[config.mk]
export PLATFORM = sky130hd
export DESIGN_NAME = instr_emitter
export DESIGN_NICKNAME = d
export VERILOG_FILES = /design/src/rtl/instr_pkg.sv /design/src/rtl/instr_emitter_debounce_pulse.sv /design/src/rtl/instr_emitter.sv
export SDC_FILE = /design/constraint.sdc
export NUM_CORES = 1
export LEC_CHECK = 0
export ABC_CLOCK_PERIOD_IN_PS = 3800
export CAP_MARGIN = 10
export CORE_MARGIN = 4
export CORE_UTILIZATION = 60
export DETAILED_ROUTE_END_ITERATION = 10
export HOLD_SLACK_MARGIN = 0.08
export PLACE_DENSITY = 0.8
export SYNTH_ARGS = -nofsm -noshare
export SYNTH_HDL_FRONTEND = slang
export SYNTH_SLANG_ARGS = --single-unit
[constraint.sdc]
create_clock -name CLOCK_50 -period 3.8 [get_ports CLOCK_50]
set_clock_uncertainty 0.1 [all_clocks]
set_input_delay 0.38 -clock CLOCK_50 [delete_from_list [all_inputs] [get_ports CLOCK_50]]
set_output_delay 0.38 -clock CLOCK_50 [all_outputs]
set_load 0.02 [all_outputs]
[src/rtl/instr_pkg.sv]
// rtl/instr_pkg.sv - shared opcode, field and state definitions for the instruction emitter
package instr_pkg;

    localparam logic [3:0] OP_0   = 4'd0;
    localparam logic [3:0] OP_1   = 4'd1;
    localparam logic [3:0] OP_2   = 4'd2;
    localparam logic [3:0] OP_3   = 4'd3;
    localparam logic [3:0] OP_4   = 4'd4;
    localparam logic [3:0] OP_5   = 4'd5;
    localparam logic [3:0] OP_6   = 4'd6;
    localparam logic [3:0] OP_7   = 4'd7;
    localparam logic [3:0] OP_8   = 4'd8;
    localparam logic [3:0] OP_9   = 4'd9;
    localparam logic [3:0] OP_10  = 4'd10;
    localparam logic [3:0] OP_MAX = 4'd10;

    localparam int OPC_MSB = 15;
    localparam int OPC_LSB = 12;
    localparam int RC_MSB  = 11;
    localparam int RC_LSB  = 8;
    localparam int RA_MSB  = 7;
    localparam int RA_LSB  = 4;
    localparam int RB_MSB  = 3;
    localparam int RB_LSB  = 0;

    typedef enum logic {
        IDLE  = 1'b0,
        ISSUE = 1'b1
    } emit_state_e;

endpackage

[src/rtl/instr_emitter_debounce_pulse.sv]
// rtl/instr_emitter_debounce_pulse.sv - button synchronizer and debouncer emitting one pulse per press
module debounce_pulse #(
    parameter int DEBOUNCE_CYCLES = 500000
) (
    input  logic clk,
    input  logic reset_n,
    input  logic key_n,
    output logic pulse
);

    localparam int CNT_W = $clog2(DEBOUNCE_CYCLES + 1);
    localparam logic [CNT_W-1:0] CNT_MAX  = CNT_W'(DEBOUNCE_CYCLES);
    localparam logic [CNT_W-1:0] CNT_LAST = CNT_W'(DEBOUNCE_CYCLES - 1);

    logic             sync1_q, sync1_d;
    logic             sync2_q, sync2_d;
    logic [CNT_W-1:0] cnt_q, cnt_d;
    logic             pulse_q, pulse_d;

    always_comb begin
        sync1_d = key_n;
        sync2_d = sync1_q;
        cnt_d   = cnt_q;
        pulse_d = 1'b0;
        if (sync2_q) begin
            cnt_d = '0;
        end else if (cnt_q != CNT_MAX) begin
            // Counter saturates so a held button fires once, on its final step.
            cnt_d   = cnt_q + CNT_W'(1);
            pulse_d = (cnt_q == CNT_LAST);
        end
    end

    always_ff @(posedge clk) begin
        if (!reset_n) begin
            sync1_q <= 1'b1;
            sync2_q <= 1'b1;
            cnt_q   <= '0;
            pulse_q <= 1'b0;
        end else begin
            sync1_q <= sync1_d;
            sync2_q <= sync2_d;
            cnt_q   <= cnt_d;
            pulse_q <= pulse_d;
        end
    end

    assign pulse = pulse_q;

endmodule

[src/rtl/instr_emitter.sv]
// rtl/instr_emitter.sv - front-panel instruction FIFO issuing words over a valid/ready handshake
module instr_emitter
    import instr_pkg::*;
#(
    parameter int DEPTH           = 8,
    parameter int DEBOUNCE_CYCLES = 500000
) (
    input  logic        CLOCK_50,
    input  logic        reset_n,
    input  logic        key_load_n,
    input  logic        key_run_n,
    input  logic [15:0] sw_instr,
    output logic [15:0] instr,
    output logic        instr_valid,
    input  logic        instr_ready,
    output logic [4:0]  count,
    output logic        full,
    output logic        empty,
    output logic        busy,
    output logic        err_overflow,
    output logic        err_opcode
);

    localparam int PTR_W = $clog2(DEPTH);
    localparam logic [4:0] DEPTH_C = 5'(DEPTH);

    logic load_pulse;
    logic run_pulse;

    debounce_pulse #(.DEBOUNCE_CYCLES(DEBOUNCE_CYCLES)) u_db_load (
        .clk     (CLOCK_50),
        .reset_n (reset_n),
        .key_n   (key_load_n),
        .pulse   (load_pulse)
    );

    debounce_pulse #(.DEBOUNCE_CYCLES(DEBOUNCE_CYCLES)) u_db_run (
        .clk     (CLOCK_50),
        .reset_n (reset_n),
        .key_n   (key_run_n),
        .pulse   (run_pulse)
    );

    emit_state_e      state_q, state_d;
    logic [PTR_W-1:0] wr_ptr_q, wr_ptr_d;
    logic [PTR_W-1:0] rd_ptr_q, rd_ptr_d;
    logic [PTR_W-1:0] rd_ptr_nxt;
    logic [4:0]       count_q, count_d;
    logic [15:0]      instr_q, instr_d;
    logic             err_overflow_q, err_overflow_d;
    logic             err_opcode_q, err_opcode_d;
    logic [15:0]      mem_q [DEPTH];
    logic [15:0]      mem_d [DEPTH];

    logic full_w, empty_w, opc_ok, push, pop;

    always_comb begin
        full_w     = (count_q == DEPTH_C);
        empty_w    = (count_q == 5'd0);
        opc_ok     = (sw_instr[OPC_MSB:OPC_LSB] <= OP_MAX);
        pop        = (state_q == ISSUE) && instr_ready;
        push       = load_pulse && opc_ok && (!full_w || pop);
        rd_ptr_nxt = rd_ptr_q + PTR_W'(1);

        state_d        = state_q;
        wr_ptr_d       = wr_ptr_q;
        rd_ptr_d       = rd_ptr_q;
        count_d        = count_q;
        instr_d        = instr_q;
        mem_d          = mem_q;
        err_opcode_d   = err_opcode_q | (load_pulse & ~opc_ok);
        err_overflow_d = err_overflow_q | (load_pulse & opc_ok & full_w & ~pop);

        if (push) begin
            mem_d[wr_ptr_q] = sw_instr;
            wr_ptr_d        = wr_ptr_q + PTR_W'(1);
        end
        if (pop) begin
            rd_ptr_d = rd_ptr_nxt;
        end
        case ({push, pop})
            2'b10:   count_d = count_q + 5'd1;
            2'b01:   count_d = count_q - 5'd1;
            default: count_d = count_q;
        endcase

        case (state_q)
            IDLE: begin
                if (run_pulse && !empty_w) begin
                    state_d = ISSUE;
                    instr_d = mem_q[rd_ptr_q];
                end
            end
            ISSUE: begin
                if (pop) begin
                    // With one entry left, a same-cycle push becomes the new head directly.
                    instr_d = (count_q == 5'd1 && push) ? sw_instr : mem_q[rd_ptr_nxt];
                end
                if (run_pulse || (pop && count_q == 5'd1 && !push)) begin
                    state_d = IDLE;
                end
            end
            default: state_d = IDLE;
        endcase
    end

    always_ff @(posedge CLOCK_50) begin
        if (!reset_n) begin
            state_q        <= IDLE;
            wr_ptr_q       <= '0;
            rd_ptr_q       <= '0;
            count_q        <= 5'd0;
            instr_q        <= 16'h0000;
            err_overflow_q <= 1'b0;
            err_opcode_q   <= 1'b0;
        end else begin
            state_q        <= state_d;
            wr_ptr_q       <= wr_ptr_d;
            rd_ptr_q       <= rd_ptr_d;
            count_q        <= count_d;
            instr_q        <= instr_d;
            err_overflow_q <= err_overflow_d;
            err_opcode_q   <= err_opcode_d;
        end
    end

    // Storage needs no reset: entries are only read once count covers them.
    always_ff @(posedge CLOCK_50) begin
        mem_q <= mem_d;
    end

    assign instr        = instr_q;
    assign instr_valid  = (state_q == ISSUE);
    assign busy         = (state_q == ISSUE);
    assign count        = count_q;
    assign full         = full_w;
    assign empty        = empty_w;
    assign err_overflow = err_overflow_q;
    assign err_opcode   = err_opcode_q;

endmodule

==> load_flow_metrics.sql, run 1 <==
INSERT INTO impl_metrics (metric_group, metric, value, unit) VALUES
('outcome', 'outcome', 'completed', ''),
('yosys', 'avgSynthCellArea', '12.3', 'um2'),
('yosys', 'post_synth_inst_count', '779', ''),
('yosys', 'synthesized_area_fraction_occupied_by_ao_oa_aoi_and_oai_cells', '11.8', '%'),
('yosys', 'yosysSeqAreaShare', '55.7', '%'),
('yosys', 'syn_nets', '810', ''),
('cts', 'cts_root_buffer', 'sky130_fd_sc_hd__clkbuf_16', ''),
('global_route', 'grt_pass1_wl', '35600', 'um'),
('power', 'powerDensity', '407', 'mW/mm2'),
('route', 'drt_pass1_iterations', '5', ''),
('setup_path', 'reg2reg_from', 'rd_ptr_q[1]$_SDFFE_PN0P_', ''),
('hold_path', 'min-delay-path-class', 'flop to flop', ''),
('timing', 'pins_over_slew_limit', '0', ''),
('yosys', 'synth_top_family_by_area', 'multiplexers', ''),
('cts', 'ctsHtreeMaxLevel', '1', ''),
('floorplanning', 'rows', '45', ''),
('route', 'drt_iter0_drc', '705', ''),
('cts', 'clkTransAtPathRegs', '0.06', 'ns'),
('setup_path', 'worst_path_required_time', '3.32', 'ns'),
('setup_path', 'critical_path.reg2reg.endpoint', 'instr[0]$_SDFFE_PN0P_', ''),
('placement', 'postPlaceCellArea', '0.0102', 'mm2'),
('cts', 'clk_latency', '0.50', 'ns'),
('route', 'vias_per_cell', '6.42', ''),
('timing', 'rsz_0062_raised_after_global_routing', 'false', ''),
('setup_path', 'r2r_setup_slk', '1.18', 'ns'),
('yosys', 'synth_most_common_cell', 'sky130_fd_sc_hd__edfxtp_1', ''),
('timing', 'final_min_period_over_clock_period', '70.6', '%'),
('timing', 'finalHoldViolations', '0', ''),
('layout', 'layout_area_growth_over_synthesis', '14.3', '%'),
('setup_path', 'crit_path_end', 'empty', ''),
('layout', 'insertedDiodeCount', '0', ''),
('setup_path', 'critical_path.startpoint_type', 'flop', ''),
('placement', 'detailedPlace.worstSlack', '0.883', 'ns'),
('route', 'detailroute.via_count', '6782', ''),
('yosys', 'synth_common_cells', '128 x sky130_fd_sc_hd__edfxtp_1, 113 x sky130_fd_sc_hd__mux2i_1, 74 x sky130_fd_sc_hd__dfxtp_1', ''),
('setup_path', 'cp_data_arrival_time', '2.20', 'ns'),
('global_route', 'antenna_found_initial', '0', ''),
('layout', 'layout-drive-gt1-share', '11.2', '%'),
('setup_path', 'ff2ff_path_depth', '6', ''),
('global_route', 'globalRouteOverflowTotal', '0', ''),
('layout', 'post-route-util', '70.8', '%'),
('global_route', 'grt_pass1_vias', '6829', ''),
('floorplanning', 'floorplan.core_area', '0.0154', 'mm2'),
('setup_path', 'critical_path.max_fanout', '7', ''),
('yosys', 'post-synth-top-area-cell', 'sky130_fd_sc_hd__edfxtp_1', ''),
('timing', 'layout_setup_ws', '1.12', 'ns'),
('timing', 'final_period_minus_worst_setup_slack', '2.68', 'ns'),
('cts', 'cts-buffers-inserted', '22', ''),
('setup_path', 'critPathLaunch', 'count[0]$_SDFFE_PN0P_', ''),
('yosys', 'synthAdderAreaFrac', '1.31', '%'),
('placement', 'number_of_placed_instances_taps_included', '1017', ''),
('floorplanning', 'initial_core_util', '62.0', '%'),
('floorplanning', 'number_of_top_level_pins', '48', ''),
('timing', 'report.final.setup_viol', '0', ''),
('cts', 'clock_tree_from_tritoncts', 'yes', ''),
('layout', 'post_route_design_area', '0.0109', 'mm2'),
('setup_path', 'endpoint_kind', 'primary output', ''),
('global_route', 'grt_max_degree', '46', ''),
('yosys', 'synth_top_area_share', '40.2', '%'),
('yosys', 'yosys_most_used_dff', 'sky130_fd_sc_hd__edfxtp_1', ''),
('route', 'final_antenna_violating_net_count', '0', ''),
('layout', 'final_cell_count_no_fill', '1057', ''),
('yosys', 'synth.area.top_cells', 'sky130_fd_sc_hd__edfxtp_1 40%, sky130_fd_sc_hd__dfxtp_1 15%, sky130_fd_sc_hd__mux2i_1 12%', ''),
('placement', 'place.detailed.hpwl', '14300', 'um'),
('timing', 'maxSlewHeadroom', '36.3', '%'),
('floorplanning', 'floorplan.die.height', '134', 'um'),
('route', 'drt_wl_cell', '21.4', 'um'),
('timing', 'sum_neg_setup_slack', '0', 'ns'),
('yosys', 'synth_xor_area_share', '3.74', '%'),
('layout', 'post_layout_net_count', '861', ''),
('yosys', 'share_of_synthesized_area_spent_on_multiplexers', '12.3', '%');
-- sequential cells by signal, indices dropped and copies added (netlist names) --
register / cells
u_db_run.cnt_q: 19
err_opcode: 1
u_db_load.sync1_q: 1
wr_ptr_q: 3
u_db_run.sync2_q: 1
u_db_run.pulse: 1
u_db_load.cnt_q: 19
instr: 16
err_overflow: 1
busy: 1
count: 5
rd_ptr_q: 3
u_db_run.sync1_q: 1
u_db_load.pulse: 1
mem_q: 128
u_db_load.sync2_q: 1
-- final cells by class --
class                           count  area [um2]
Clock buffer                       23         554
Clock inverter                     17         148
Fill cell                        1081        4500
Inverter                            9        33.8
Multi-Input combinational cell    519        3900
Sequential cell                   202        5330
Tap cell                          211         264
Timing Repair Buffer               76         701
-- per-layer routing --
metal	track usage, %	wire length (um)	vias up
met5	0	0	-
met4	9.84	771	0
met3	4.50	1550	64
met2	43.4	11500	288
met1	30.2	8800	3358
li1	-	-	3072
-- how the worst min path moves through the flow --
| stage | start | end | slack [ns] | cells after the start |
|---|---|---|---|---|
| 6_report | u_db_load.sync1_q$_SDFF_PN1_ | u_db_load.sync2_q$_SDFF_PN1_ | 0.31 | 1 |
| 3_3_place_gp | u_db_load.sync1_q$_SDFF_PN1_ | u_db_load.sync2_q$_SDFF_PN1_ | 0.29 | 1 |
| 3_5_place_dp | u_db_run.sync1_q$_SDFF_PN1_ | u_db_run.sync2_q$_SDFF_PN1_ | 0.30 | 1 |
| 5_1_grt | key_load_n | u_db_load.sync1_q$_SDFF_PN1_ | 0.32 | 2 |
| 4_1_cts | u_db_load.sync1_q$_SDFF_PN1_ | u_db_load.sync2_q$_SDFF_PN1_ | 0.32 | 1 |
| 2_1_floorplan | u_db_load.sync1_q$_SDFF_PN1_ | u_db_load.sync2_q$_SDFF_PN1_ | 0.29 | 1 |
-- where the power goes --
group	internal, W	switching (W)
combinational	0.0000231	0.0000348
clock	0.00120	0.000856
sequential	0.00233	0.000000984
-- metrics by stage --
step / hold slack, ns / total power [W]
finish: 0.313 / 0.00445
global route: 0.324 / 0.00459
CTS: 0.315 / 0.00447
detailed placement: 0.297 / 0.00244
global placement: 0.290 / 0.00243
floorplan: 0.286 / 0.00239
-- kinds of logic after synthesis --
logic type,Yosys count
compound gates,163
mux,117
fa+ha+maj,10
buf+inv,58
simple gates,189
flops,202
xor+xnor,40
-- placed cells by master (no fill, tap or decap), drive strengths merged, types with 20 or more instances in the layout --
master and n:
edfxtp 128, mux2i 113, dfxtp 74, nor2 48
clkdlybuf4s50 47, a22oi 46, a31oi 31, buf 29
nand2 24, clkbuf 23, o21ai 23, nor2b 22
a21oi 22, nand3 21, xor2 20, xnor2 20
-- critical path, cell delays in order, from the launching register on --
cell	delay, ns
sky130_fd_sc_hd__dfxtp_1	0.39
sky130_fd_sc_hd__inv_1	0.09
sky130_fd_sc_hd__ha_1	0.20
sky130_fd_sc_hd__nor4b_2	0.34
sky130_fd_sc_hd__clkdlybuf4s50_1	0.68
Note: power is estimated with default switching activity, not from simulation.
==> run 2: changes to the inputs <==
--- a/config.mk
+++ b/config.mk
@@ -5,13 +5,13 @@
 export SDC_FILE = /design/constraint.sdc
 export NUM_CORES = 1
 export LEC_CHECK = 0
-export ABC_CLOCK_PERIOD_IN_PS = 3800
+export ABC_CLOCK_PERIOD_IN_PS = 2200
 export CAP_MARGIN = 10
 export CORE_MARGIN = 4
-export CORE_UTILIZATION = 60
+export CORE_UTILIZATION = 54
 export DETAILED_ROUTE_END_ITERATION = 10
 export HOLD_SLACK_MARGIN = 0.08
-export PLACE_DENSITY = 0.8
+export PLACE_DENSITY = 0.76
 export SYNTH_ARGS = -nofsm -noshare
 export SYNTH_HDL_FRONTEND = slang
 export SYNTH_SLANG_ARGS = --single-unit
==> constraint.sdc (replaced) <==
create_clock -name CLOCK_50 -period 2.2 [get_ports CLOCK_50]
set_clock_uncertainty 0.1 [all_clocks]
set_input_delay 0.22 -clock CLOCK_50 [delete_from_list [all_inputs] [get_ports CLOCK_50]]
set_output_delay 0.22 -clock CLOCK_50 [all_outputs]
set_load 0.02 [all_outputs]
==> run 2 against run 1 <==
Net effect:
- via count up 2.7%
- die area up 10%
- worst hold slack got worse by 0.13 ns
- critical endpoint is now full
- highest routed layer unchanged
==> load_flow_metrics.sql, run 2 (synthesis results as in run 1) <==
INSERT INTO impl_metrics (metric_group, metric, value, unit) VALUES
('layout', 'layout-drive-gt1-share', '16.2', '%'),
('route', 'drt_drc_violations_left', '0', ''),
('floorplanning', 'floorplan.die.height', '141', 'um'),
('power', 'power.switching', '0.00154', 'W'),
('timing', 'pins_over_slew_limit', '0', ''),
('cts', 'cts-buffers-inserted', '22', ''),
('timing', 'maxSlewHeadroom', '60.7', '%'),
('floorplanning', 'dieWidth', '141', 'um'),
('power', 'powerDensity', '703', 'mW/mm2'),
('route', 'final_antenna_violating_net_count', '0', ''),
('setup_path', 'endpoint_kind', 'primary output', ''),
('global_route', 'grt_max_degree', '62', ''),
('cts', 'clock_tree_from_tritoncts', 'yes', ''),
('placement', 'gpl.final_weighted_congestion', '0.872', ''),
('cts', 'ctsHtreeMaxLevel', '1', ''),
('placement', 'place.port_buffers', '47', ''),
('power', 'power_frac_clock', '48.6', '%'),
('setup_path', 'critical_path.startpoint_type', 'flop', ''),
('layout', 'layout_area_growth_over_synthesis', '19.9', '%'),
('floorplanning', 'floorplan.core_area', '0.0173', 'mm2'),
('timing', 'fmax', '0.467', 'GHz'),
('global_route', 'grt_pass1_wl', '37400', 'um'),
('setup_path', 'critical_path.reg2reg.endpoint', 'count[3]$_SDFFE_PN0P_', ''),
('power', 'internal_power', '0.00651', 'W'),
('timing', 'layout_setup_ws', '0.0580', 'ns'),
('cts', 'cts_root_buffer', 'sky130_fd_sc_hd__clkbuf_16', ''),
('setup_path', 'crit_path_end', 'full', ''),
('layout', 'sequential_cell_area', '0.00534', 'mm2'),
('setup_path', 'critical_path.max_fanout', '2', ''),
('placement', 'postPlaceCellArea', '0.0106', 'mm2'),
('hold_path', 'min-delay-path-class', 'input port to flop', ''),
('placement', 'place.detailed.hpwl', '15400', 'um'),
('setup_path', 'r2r_setup_slk', '0.08', 'ns'),
('floorplanning', 'number_of_top_level_pins', '48', ''),
('cts', 'number_of_clock_sinks', '202', ''),
('route', 'detail_route.wirelength', '23500', 'um'),
('cts', 'clkTransAtPathRegs', '0.06', 'ns'),
('floorplanning', 'initial_core_util', '55.3', '%'),
('setup_path', 'worst_path_required_time', '1.88', 'ns'),
('cts', 'cts.path.max_buffers', '3', ''),
('layout', 'post_route_design_area', '0.0115', 'mm2'),
('setup_path', 'critPathLaunch', 'count[0]$_SDFFE_PN0P_', ''),
('setup_path', 'ff2ff_path_depth', '10', ''),
('layout', 'multi_input_area', '0.00401', 'mm2'),
('run', 'max-cap-violations', '0', ''),
('layout', 'commonest_cells_after_routing_fill_and_taps_aside', '128 x sky130_fd_sc_hd__edfxtp_1, 113 x sky130_fd_sc_hd__mux2i_1, 69 x sky130_fd_sc_hd__dfxtp_1', ''),
('global_route', 'antenna_found_initial', '0', ''),
('timing', 'worst_slew_pin_slew', '0.587', 'ns'),
('outcome', 'outcome', 'completed', ''),
('timing', 'final_min_period_over_clock_period', '97.4', '%'),
('route', 'drt_pass1_iterations', '6', ''),
('floorplanning', 'rows', '48', ''),
('layout', 'n_fill_cell', '1246', ''),
('cts', 'clk_latency', '0.50', 'ns'),
('route', 'drt_iter0_drc', '583', ''),
('timing', 'final_period_minus_worst_setup_slack', '2.14', 'ns'),
('floorplanning', 'design.die.area', '0.0199', 'mm2'),
('route', 'detailroute.via_count', '6963', ''),
('global_route', 'globalRouteOverflowTotal', '0', ''),
('global_route', 'grt_pass1_vias', '7218', ''),
('setup_path', 'criticalPathCategory', 'flop to primary output', ''),
('layout', 'top_register', 'mem_q', ''),
('layout', 'largest_register_ff_count', '128', ''),
('power', 'switching_share', '19.2', '%'),
('layout', 'post_layout_net_count', '888', ''),
('timing', 'report.final.setup_viol', '0', ''),
('timing', 'finalHoldViolations', '0', ''),
('power', 'power.static_leakage', '3.55', 'nW'),
('setup_path', 'reg2reg_from', 'count[0]$_SDFFE_PN0P_', ''),
('layout', 'layout.cells.most_common', 'sky130_fd_sc_hd__edfxtp_1', ''),
('power', 'power.sequential.fraction', '49.9', '%'),
('global_route', 'groute.usage.overall', '23.4', '%'),
('placement', 'detailedPlace.worstSlack', '-0.183', 'ns'),
('setup_path', 'cp_data_arrival_time', '1.82', 'ns'),
('layout', 'biggestRegsByFlops', 'mem_q (128), u_db_load.cnt_q (19), u_db_run.cnt_q (19)', ''),
('route', 'drt_wl_cell', '21.4', 'um'),
('power', 'power_share_of_the_combinational_group', '1.4', '%'),
('layout', 'insertedDiodeCount', '0', ''),
('power', 'max-vdd-ir-drop', '0.000647', 'V'),
('route', 'vias_per_cell', '6.34', ''),
('layout', 'post-route-util', '66.2', '%');
run 2: layout make-up:
class                   instances  area share [%]
clock buffers                  27            5.33
clock inverters                13            1.49
inverters                       9           0.339
multi-input cells             519            35.0
flip-flops and latches        202            46.6
well taps                     225            2.46
repair buffers                103            8.84
run 2: how the worst min path moves through the flow:
stage / start / to / cells after the start
2_1_floorplan: reset_n / u_db_load.sync1_q$_SDFF_PN1_ / 1
3_3_place_gp: u_db_run.sync1_q$_SDFF_PN1_ / u_db_run.sync2_q$_SDFF_PN1_ / 1
3_5_place_dp: u_db_run.sync1_q$_SDFF_PN1_ / u_db_run.sync2_q$_SDFF_PN1_ / 1
4_1_cts: key_run_n / u_db_run.sync1_q$_SDFF_PN1_ / 2
5_1_grt: key_run_n / u_db_run.sync1_q$_SDFF_PN1_ / 2
6_report: key_run_n / u_db_run.sync1_q$_SDFF_PN1_ / 2
run 2: power by group through the flow:
stage | combinational (W) | sequential (W) | clock [W]
after floorplan | 0.0000200 | 0.00411 | 0
after global placement | 0.000111 | 0.00411 | 0
after detailed placement | 0.000115 | 0.00411 | 0
after CTS | 0.000116 | 0.00402 | 0.00396
after global routing | 0.000123 | 0.00402 | 0.00413
final | 0.000116 | 0.00402 | 0.00392
run 2: what timing repair did:
item                                    CTS  global route
hold buffers                              0             0
buffers inserted                          0             1
pin swaps                                 0             4
resized for setup                         3             4
endpoints found under the setup margin    2             1
run 2: critical path, stage by stage (launching register included):
cell	delay, ns
sky130_fd_sc_hd__dfxtp_4	0.35
sky130_fd_sc_hd__inv_4	0.05
sky130_fd_sc_hd__ha_4	0.13
sky130_fd_sc_hd__and4bb_4	0.26
sky130_fd_sc_hd__buf_4	0.11
sky130_fd_sc_hd__buf_4	0.09
sky130_fd_sc_hd__dlygate4sd2_1	0.32
run 2: layer usage:
layer  GRT usage [%]  vias to the layer above  part of all wire [%]
met5               0                        -                     0
met4            9.23                        0                   3.8
met3            3.66                       79                   7.7
met2            42.1                      353                    51
met1            28.3                     3392                    37
li1                -                     3139                     -
run 2: per-stage QoR:
stage	hold WS (ns)	TNS (ns)	power, W	std cells
3_3_place_gp	0.294	-4.66	0.00422	1057
3_5_place_dp	0.298	-10.54	0.00422	1057
4_1_cts	0.179	0	0.00810	1097
5_1_grt	0.195	-0.00196	0.00827	1098
6_report	0.181	0	0.00806	1098
2_1_floorplan	0.193	-1.61	0.00413	779
